**config.mk**
```make
export PLATFORM = sky130hd
export DESIGN_NAME = rgb_yuv_csc
export DESIGN_NICKNAME = d
export VERILOG_FILES = /design/src/rtl/rgb_yuv_csc.sv
export SDC_FILE = /design/constraint.sdc
export NUM_CORES = 2
export LEC_CHECK = 0
export BUFFER_PORTS_ARGS = -buffer_cell sky130_fd_sc_hd__buf_2
export CAP_MARGIN = 20
export CELL_PAD_IN_SITES_DETAIL_PLACEMENT = 1
export CELL_PAD_IN_SITES_GLOBAL_PLACEMENT = 2
export CORE_UTILIZATION = 38
export CTS_CLUSTER_DIAMETER = 150
export CTS_CLUSTER_SIZE = 16
export DETAILED_ROUTE_END_ITERATION = 10
export PLACE_DENSITY = 0.81
export RECOVER_POWER = 100
export SYNTH_ARGS = -nofsm -noshare
export SYNTH_HDL_FRONTEND = slang
export SYNTH_SLANG_ARGS = --single-unit
```
**constraint.sdc**
```tcl
create_clock -name vid_clk -period 20.2 [get_ports vid_clk]
set_input_delay 2.02 -clock vid_clk [delete_from_list [all_inputs] [get_ports vid_clk]]
set_output_delay 2.02 -clock vid_clk [all_outputs]
set_load 0.05 [all_outputs]
```
**src/rtl/rgb_yuv_csc.sv**
```systemverilog
// Forward BT.601 RGB -> YCbCr 4:4:4 converter, LANES pixels per clock.
// Fixed three-register pipeline; sync/DE delayed by a matching shift register.
module rgb_yuv_csc #(
  parameter int LANES   = 4,
  parameter bit LIMITED = 1'b1
) (
  input  logic                 vid_clk,
  input  logic                 vid_rst,
  input  logic [8*LANES-1:0]   R,
  input  logic [8*LANES-1:0]   G,
  input  logic [8*LANES-1:0]   B,
  input  logic                 TPG_HS,
  input  logic                 TPG_VS,
  input  logic                 TPG_DE,
  output logic                 HS,
  output logic                 VS,
  output logic                 DE,
  output logic [8*LANES-1:0]   Y,
  output logic [8*LANES-1:0]   U,
  output logic [8*LANES-1:0]   V,
  output logic [24*LANES-1:0]  data_yuv
);

  localparam int DATA_W = 8;
  localparam int COEF_W = 8;
  localparam int STAGES = 3;
  localparam int PROD_W = DATA_W + COEF_W;
  localparam int SUM_W  = PROD_W + 2;

  // Coefficient magnitudes; signs are applied in the summing stage.
  localparam logic [COEF_W-1:0] C_YR = LIMITED ? 8'd66  : 8'd77;
  localparam logic [COEF_W-1:0] C_YG = LIMITED ? 8'd129 : 8'd150;
  localparam logic [COEF_W-1:0] C_YB = LIMITED ? 8'd25  : 8'd29;
  localparam logic [COEF_W-1:0] C_UR = LIMITED ? 8'd38  : 8'd43;
  localparam logic [COEF_W-1:0] C_UG = LIMITED ? 8'd74  : 8'd85;
  localparam logic [COEF_W-1:0] C_UB = LIMITED ? 8'd112 : 8'd128;
  localparam logic [COEF_W-1:0] C_VR = LIMITED ? 8'd112 : 8'd128;
  localparam logic [COEF_W-1:0] C_VG = LIMITED ? 8'd94  : 8'd107;
  localparam logic [COEF_W-1:0] C_VB = LIMITED ? 8'd18  : 8'd21;

  localparam logic signed [SUM_W-1:0] OFS_Y   = LIMITED ? 18'sd4224 : 18'sd128;
  localparam logic signed [SUM_W-1:0] OFS_C   = 18'sd32896;
  localparam logic signed [SUM_W-1:0] SAT_MAX = 18'sd255;

  function automatic logic signed [SUM_W-1:0] ext_prod(input logic [PROD_W-1:0] p);
    return $signed({2'b00, p});
  endfunction

  function automatic logic [DATA_W-1:0] sat_q8(input logic signed [SUM_W-1:0] s);
    logic signed [SUM_W-1:0] q;
    q = s >>> 8;
    if (q[SUM_W-1])
      sat_q8 = '0;
    else if (q > SAT_MAX)
      sat_q8 = '1;
    else
      sat_q8 = q[DATA_W-1:0];
  endfunction

  logic hs_p0, hs_p1, hs_p2;
  logic vs_p0, vs_p1, vs_p2;
  logic vld_p0, vld_p1, vld_p2;

  always_ff @(posedge vid_clk or posedge vid_rst) begin
    if (vid_rst) begin
      hs_p0  <= 1'b0;
      hs_p1  <= 1'b0;
      hs_p2  <= 1'b0;
      vs_p0  <= 1'b0;
      vs_p1  <= 1'b0;
      vs_p2  <= 1'b0;
      vld_p0 <= 1'b0;
      vld_p1 <= 1'b0;
      vld_p2 <= 1'b0;
    end else begin
      hs_p0  <= TPG_HS;
      hs_p1  <= hs_p0;
      hs_p2  <= hs_p1;
      vs_p0  <= TPG_VS;
      vs_p1  <= vs_p0;
      vs_p2  <= vs_p1;
      vld_p0 <= TPG_DE;
      vld_p1 <= vld_p0;
      vld_p2 <= vld_p1;
    end
  end

  assign HS = hs_p2;
  assign VS = vs_p2;
  assign DE = vld_p2;

  for (genvar i = 0; i < LANES; i++) begin : g_lane
    logic [DATA_W-1:0] r, g, b;
    logic [PROD_W-1:0] yr_p0, yg_p0, yb_p0;
    logic [PROD_W-1:0] ur_p0, ug_p0, ub_p0;
    logic [PROD_W-1:0] vr_p0, vg_p0, vb_p0;
    logic signed [SUM_W-1:0] sum_y_p1, sum_u_p1, sum_v_p1;
    logic [DATA_W-1:0] y_p2, u_p2, v_p2;

    assign r = R[DATA_W*i +: DATA_W];
    assign g = G[DATA_W*i +: DATA_W];
    assign b = B[DATA_W*i +: DATA_W];

    always_ff @(posedge vid_clk or posedge vid_rst) begin
      if (vid_rst) begin
        yr_p0    <= '0;
        yg_p0    <= '0;
        yb_p0    <= '0;
        ur_p0    <= '0;
        ug_p0    <= '0;
        ub_p0    <= '0;
        vr_p0    <= '0;
        vg_p0    <= '0;
        vb_p0    <= '0;
        sum_y_p1 <= '0;
        sum_u_p1 <= '0;
        sum_v_p1 <= '0;
        y_p2     <= '0;
        u_p2     <= '0;
        v_p2     <= '0;
      end else begin
        // Stage p0: unsigned 8x8 product magnitudes.
        yr_p0    <= r * C_YR;
        yg_p0    <= g * C_YG;
        yb_p0    <= b * C_YB;
        ur_p0    <= r * C_UR;
        ug_p0    <= g * C_UG;
        ub_p0    <= b * C_UB;
        vr_p0    <= r * C_VR;
        vg_p0    <= g * C_VG;
        vb_p0    <= b * C_VB;
        // Stage p1: signed sums with rounding term and bias folded in.
        sum_y_p1 <= ext_prod(yr_p0) + ext_prod(yg_p0) + ext_prod(yb_p0) + OFS_Y;
        sum_u_p1 <= ext_prod(ub_p0) - ext_prod(ur_p0) - ext_prod(ug_p0) + OFS_C;
        sum_v_p1 <= ext_prod(vr_p0) - ext_prod(vg_p0) - ext_prod(vb_p0) + OFS_C;
        // Stage p2: drop the Q8 fraction and saturate to 8 bits.
        y_p2     <= sat_q8(sum_y_p1);
        u_p2     <= sat_q8(sum_u_p1);
        v_p2     <= sat_q8(sum_v_p1);
      end
    end

    assign Y[DATA_W*i +: DATA_W]       = y_p2;
    assign U[DATA_W*i +: DATA_W]       = u_p2;
    assign V[DATA_W*i +: DATA_W]       = v_p2;
    assign data_yuv[3*DATA_W*i +: 3*DATA_W] = {y_p2, u_p2, v_p2};
  end

endmodule

```
=== Yosys cells after proc, flatten, opt, wreduce, memory -nomap -nowiden ===
Cells that the tools add are included.

* Input port bits: 101
* Bits in registers: 793
* Output and inout port bits: 195
* Logic and storage cells: 177

* Muxes and demuxes: 24
* Multipliers: 36
* Add/subtract/negate cells: 36
* $lt $le $gt $ge: 12

{| class="wikitable"
|+ Operators with widths
! operator !! count
|-
| $mux W8 || 24
|-
| $mul A8 B6 Y14 const B || 12
|-
| $add A17 B17 Y18 const B || 8
|-
| $gt A10 B9 Y1 const B || 12
|-
| $mul A8 B5 Y13 const B || 8
|-
| $mul A8 B3 Y11 const B || 8
|-
| $add A17 B13 Y18 || 4
|-
| $add A18 B14 Y18 const B || 4
|-
| $add A15 B16 Y17 || 4
|-
| $sub A16 B14 Y17 || 4
|-
| $sub A16 B16 Y17 || 4
|-
| $mul A8 B8 Y16 const B || 4
|-
| $sub A15 B14 Y16 || 4
|-
| $sub A15 B15 Y16 || 4
|-
| $mul A8 B4 Y12 const B || 4
|}

=== Depth between registers and ports, before layout ===
* Depth after elaboration: 3
* Mapped depth: 18
* Depth with buffers taken out: 18

=== Worst setup path before layout ===
Ideal clock, no wire load.

* Kind: input to register
* Start: input G[2]
* End: register g_lane[0].vg_p0[14]
* Data arrival time: 5.259 ns
* Setup slack: 14.871 ns
* Data required time: 20.129 ns
* Path buffers: 0
* Cell stages on the path: 15
* Cell sequence: inv_1 > fa_1 > inv_1 > ha_1 > inv_1 > fa_1 > inv_1 > fa_1 > a21o_1 > a21oi_1 > o21bai_1 > a21oi_1 > o21ai_0 > or4_1 > nand4_1

* Word-level cells in the longest chain between the ends: 1

{| class="wikitable"
|+ RTL lines
! element !! line !! RTL
|-
| from (decl) || 10 || <nowiki>input logic [8*LANES-1:0] G,</nowiki>
|-
| $mul A8 B6 Y14 || 130 || <nowiki>vg_p0 <= g * C_VG;</nowiki>
|-
| to (signal assigned) || 130 ||
|-
| to (decl) || 96 || <nowiki>logic [PROD_W-1:0] vr_p0, vg_p0, vb_p0;</nowiki>
|}

Every way passes these cells.

==> flow_metrics.py <==
metrics = {
    "status": {
        "status": "finished with violations",
        "violations": "max-capacitance violations, max-slew violations",
    },
    "power": {
        "power.share.sequential": 0.228,
        "power_switching_share": 0.4842,
        "leakage_nw": 26.74,
        "internal_power_w": 0.004660,
        "clock_power_share": 0.102,
        "power_switching_w": 0.004374,
        "peakVddDrop_mv": 0.1352,
        "power_density_mw_per_mm2": 173.6,
        "pwr-share-comb": 0.670,
    },
    "timing": {
        "holdWs_ns": 0.3500,
        "drv_slew": 367,
        "grt_setup_unrepaired": "false",
        "skew_ns": 0.01913,
        "hold_violations": 0,
        "timing.slew.headroom": -1.713,
        "clock.fmax_mhz": 109.5,
        "worst_pin_slew_ns": 4.070,
        "finalSetupTns_ns": 0,
        "finalSetupViolations": 0,
        "fin_crit_sh": 0.4522,
        "min_period_ns": 9.134,
    },
    "place": {
        "gp_congestion": 0.8067,
        "dpl_cell_area_mm2": 0.05111,
        "portBuffers": 295,
        "hpwlAfterDp_um": 87920,
        "dp.cells": 6401,
    },
    "clock_network": {
        "cts_buffer_depth": 3,
        "cts_num_sinks": 653,
        "cts_tree": "built",
        "cts.hold.buffers_added": 0,
        "cts_resized": 0,
        "cts-buffers-inserted": 47,
        "cts_setup_buffers": 0,
        "root_buffer": "clkbuf_16",
        "h-tree-depth": 2,
        "path_clk_slew_ns": 0.08,
        "insertion_delay_ns": 0.63,
    },
    "route": {
        "vias_per_cell": 4.904,
        "first_iter_violations": 946,
        "firstDrtPassIters": 4,
        "vias": 31660,
        "remaining_drc_errors": 0,
        "wl_per_cell_um": 16.76,
        "antenna_left": 0,
        "drt-total-wl_um": 108200,
    },
    "synth": {
        "yosysUniqueCellTypes": 71,
        "synth_top_area_share": 0.3383,
        "synthTopCellsByCount": "989 x ha_1, 722 x inv_1, 653 x dfrtp_1",
        "synth_cells": 4569,
        "netlist_area_mm2": 0.04831,
        "synth.most_common_cell": "ha_1",
        "synth_xor_area_frac": 0.06944,
        "synth_top_family_by_area": "adder cells",
        "yosys.area_share.simple": 0.06657,
        "muxShareOfSynthArea": 0.0004144,
        "yosys-top-cells-area": "dfrtp_1 34%, ha_1 26%, fa_1 9.6%, inv_1 5.6%, xnor2_1 4.7%",
        "synth_compound_area_frac": 0.09977,
        "synth_ff_type": "dfrtp_1",
        "synth_seq_cells": 653,
        "yosys.area.top_type": "dfrtp_1",
        "syn_nets": 5891,
        "synth_seq_area_share": 0.3383,
        "synth_warnings": 0,
        "avgSynthCellArea_um2": 10.57,
        "async_reset_ff_frac": 1.000,
        "synth_edf_count": 0,
        "synth_fa_ha_area_frac": 0.3523,
    },
    "min_path": {
        "min-delay-path-class": "reg2reg",
    },
    "global_route": {
        "grt_use_total": 0.1722,
        "grt_remaining_overflow": 0,
        "grt_antenna_before_repair": 3,
        "grt_start_max_net_pins": 144,
        "grt_pass1_vias": 34168,
        "grt_pass1_wl_um": 177400,
    },
    "final_layout": {
        "areaGrowthSynthToFinish_pct": 7.744,
        "nFillCells": 14200,
        "stdcell_area_mm2": 0.05205,
        "multi_input_area_mm2": 0.02842,
        "nNetsFinal": 6122,
        "final_core_util": 0.4134,
        "drive_gt1_frac": 0.02269,
        "stdcell_count": 6456,
        "regArea_mm2": 0.01634,
    },
    "floorplanning": {
        "core.rowCount": 130,
        "start_util": 0.3837,
        "io_pins": 296,
        "die_area_mm2": 0.1286,
        "fp.coreArea_mm2": 0.1259,
        "die_h_um": 358.5,
        "die_w_um": 358.5,
    },
    "setup_path": {
        "crit_chain": "buf_2, clkinvlp_2, clkbuf_1, buf_12, clkbuf_1",
        "slowest_delay_ns": 2.91,
        "cp-start-kind": "input pin",
        "cp_slowest_cell": "clkbuf_1",
        "cp_top_family": "buffers and inverters",
        "path_buf_inv": 5,
        "cp.required_ns": 19.99,
        "cp-end-kind": "async pin",
        "path_class": "in2async",
        "cp_max_fo": 143,
        "cp_data_arrival_time_ns": 8.92,
        "crit_top_cell": "clkbuf_1",
    },
    "run": {
        "cap_violations": 5,
    },
}
[through the flow]
stage	worst slack (ns)	total power (W)
detailed placement	14.27	0.008246
global route	9.499	0.009989
global placement	14.39	0.008089
floorplan	9.255	0.006921
CTS	14.98	0.009264
finish	11.07	0.009034
[cells by family after synthesis]
logic type | Yosys count
mux | 2
xor+xnor | 383
flops | 653
simple gates | 703
buf+inv | 846
compound gates | 761
fa+ha+maj | 1221
[area by class of cell]
cell class / count / area share
Sequential cell: 653 / 0.3140
Timing Repair Buffer: 303 / 0.02325
Clock inverter: 3 / 0.0008895
Tap cell: 1650 / 0.03967
Clock buffer: 50 / 0.02382
Antenna cell: 2 / 0.00009616
Inverter: 725 / 0.05231
Multi-Input combinational cell: 3070 / 0.5460
[power groups by stage]
| stage | clock, W | combinational [W] | sequential [W] |
|---|---|---|---|
| after floorplan | 0 | 0.00460 | 0.00232 |
| after global placement | 0 | 0.00601 | 0.00207 |
| final | 0.000918 | 0.00606 | 0.00206 |
| after CTS | 0.000968 | 0.00623 | 0.00206 |
| after detailed placement | 0 | 0.00617 | 0.00208 |
| after global routing | 0.00100 | 0.00687 | 0.00211 |
[worst register-to-register path: stages, from the launching register on]
cell and delay [ns]:
dfrtp_1 0.43, ha_1 0.38, nor4b_1 0.41, o211ai_1 0.14
a21boi_0 0.27, nor2_1 0.09, xnor2_1 0.20, ha_1 0.27
ha_1 0.35, a21o_1 0.20, a2111oi_0 0.72, o31a_1 0.30
a21oi_1 0.13, a31oi_1 0.25, xor2_1 0.16
[state kept, by name, summed over array words and instances (netlist names), 32 cells and up]
| name | cells |
|---|---|
| g_lane.sum_v_p1 | 40 |
| g_lane.yr_p0 | 52 |
| g_lane.ug_p0 | 48 |
| g_lane.v_p2 | 32 |
| g_lane.yg_p0 | 64 |
| g_lane.vr_p0 | 44 |
| g_lane.yb_p0 | 36 |
| g_lane.sum_y_p1 | 40 |
| g_lane.y_p2 | 32 |
| g_lane.vb_p0 | 48 |
| g_lane.u_p2 | 32 |
| g_lane.ur_p0 | 44 |
| g_lane.sum_u_p1 | 40 |
| g_lane.ub_p0 | 40 |
| g_lane.vg_p0 | 52 |
[worst paths after layout]
check,start,endpoint,slack [ns],depth (start not counted)
max,vid_rst,g_lane[2].ur_p0[13],11.07,5
min,vs_p1,VS,0.35,0
max reg2reg,g_lane[1].vb_p0[1],g_lane[1].sum_u_p1[15],15.85,14
min reg2reg,vs_p1,VS,0.35,0
max in group vid_clk,G[3],g_lane[0].vg_p0[14],14.68,16
min in group asynchronous,vid_rst,g_lane[1].v_p2[4],1.48,2
[per-layer routing]
layer  track usage  vias up  routed length (um)
met5             0        -                   0
met4       0.03415        0                1949
met3       0.01761       94                2242
met2        0.2969      283               52140
met1        0.2341    15788               51900
li1              -    15495                   -
[layout by cell type, fill, tap and decap left out, types with 5 or more instances in the layout]
master / Yosys / final
o31ai_1: 5 / 5
and3b_1: 6 / 6
nand2b_1: 39 / 39
a311oi_1: 6 / 6
nor2b_1: 40 / 40
o211ai_1: 9 / 9
nand2_1: 111 / 111
a21boi_0: 19 / 19
buf_2: 1 / 39
o21ai_0: 141 / 142
nor4_1: 7 / 7
a2111oi_0: 9 / 10
nand4_1: 20 / 20
o21a_1: 45 / 45
and3_1: 17 / 17
or3_1: 6 / 6
a21oi_1: 274 / 275
a21o_1: 109 / 109
nand3_1: 33 / 33
o21bai_1: 46 / 46
o31a_1: 9 / 9
clkbuf_16: 0 / 49
or2_2: 5 / 5
nor3_1: 50 / 50
o22ai_1: 5 / 5
clkbuf_1: 24 / 261
and2_0: 1 / 6
fa_1: 232 / 232
inv_1: 722 / 721
ha_1: 989 / 989
o311ai_0: 11 / 11
xor2_1: 126 / 126
nor4b_1: 7 / 7
nor2_1: 340 / 340
dfrtp_1: 653 / 653
a31oi_1: 18 / 18
a211oi_1: 16 / 16
xnor2_1: 257 / 257
(Power assumes the default switching activity.)
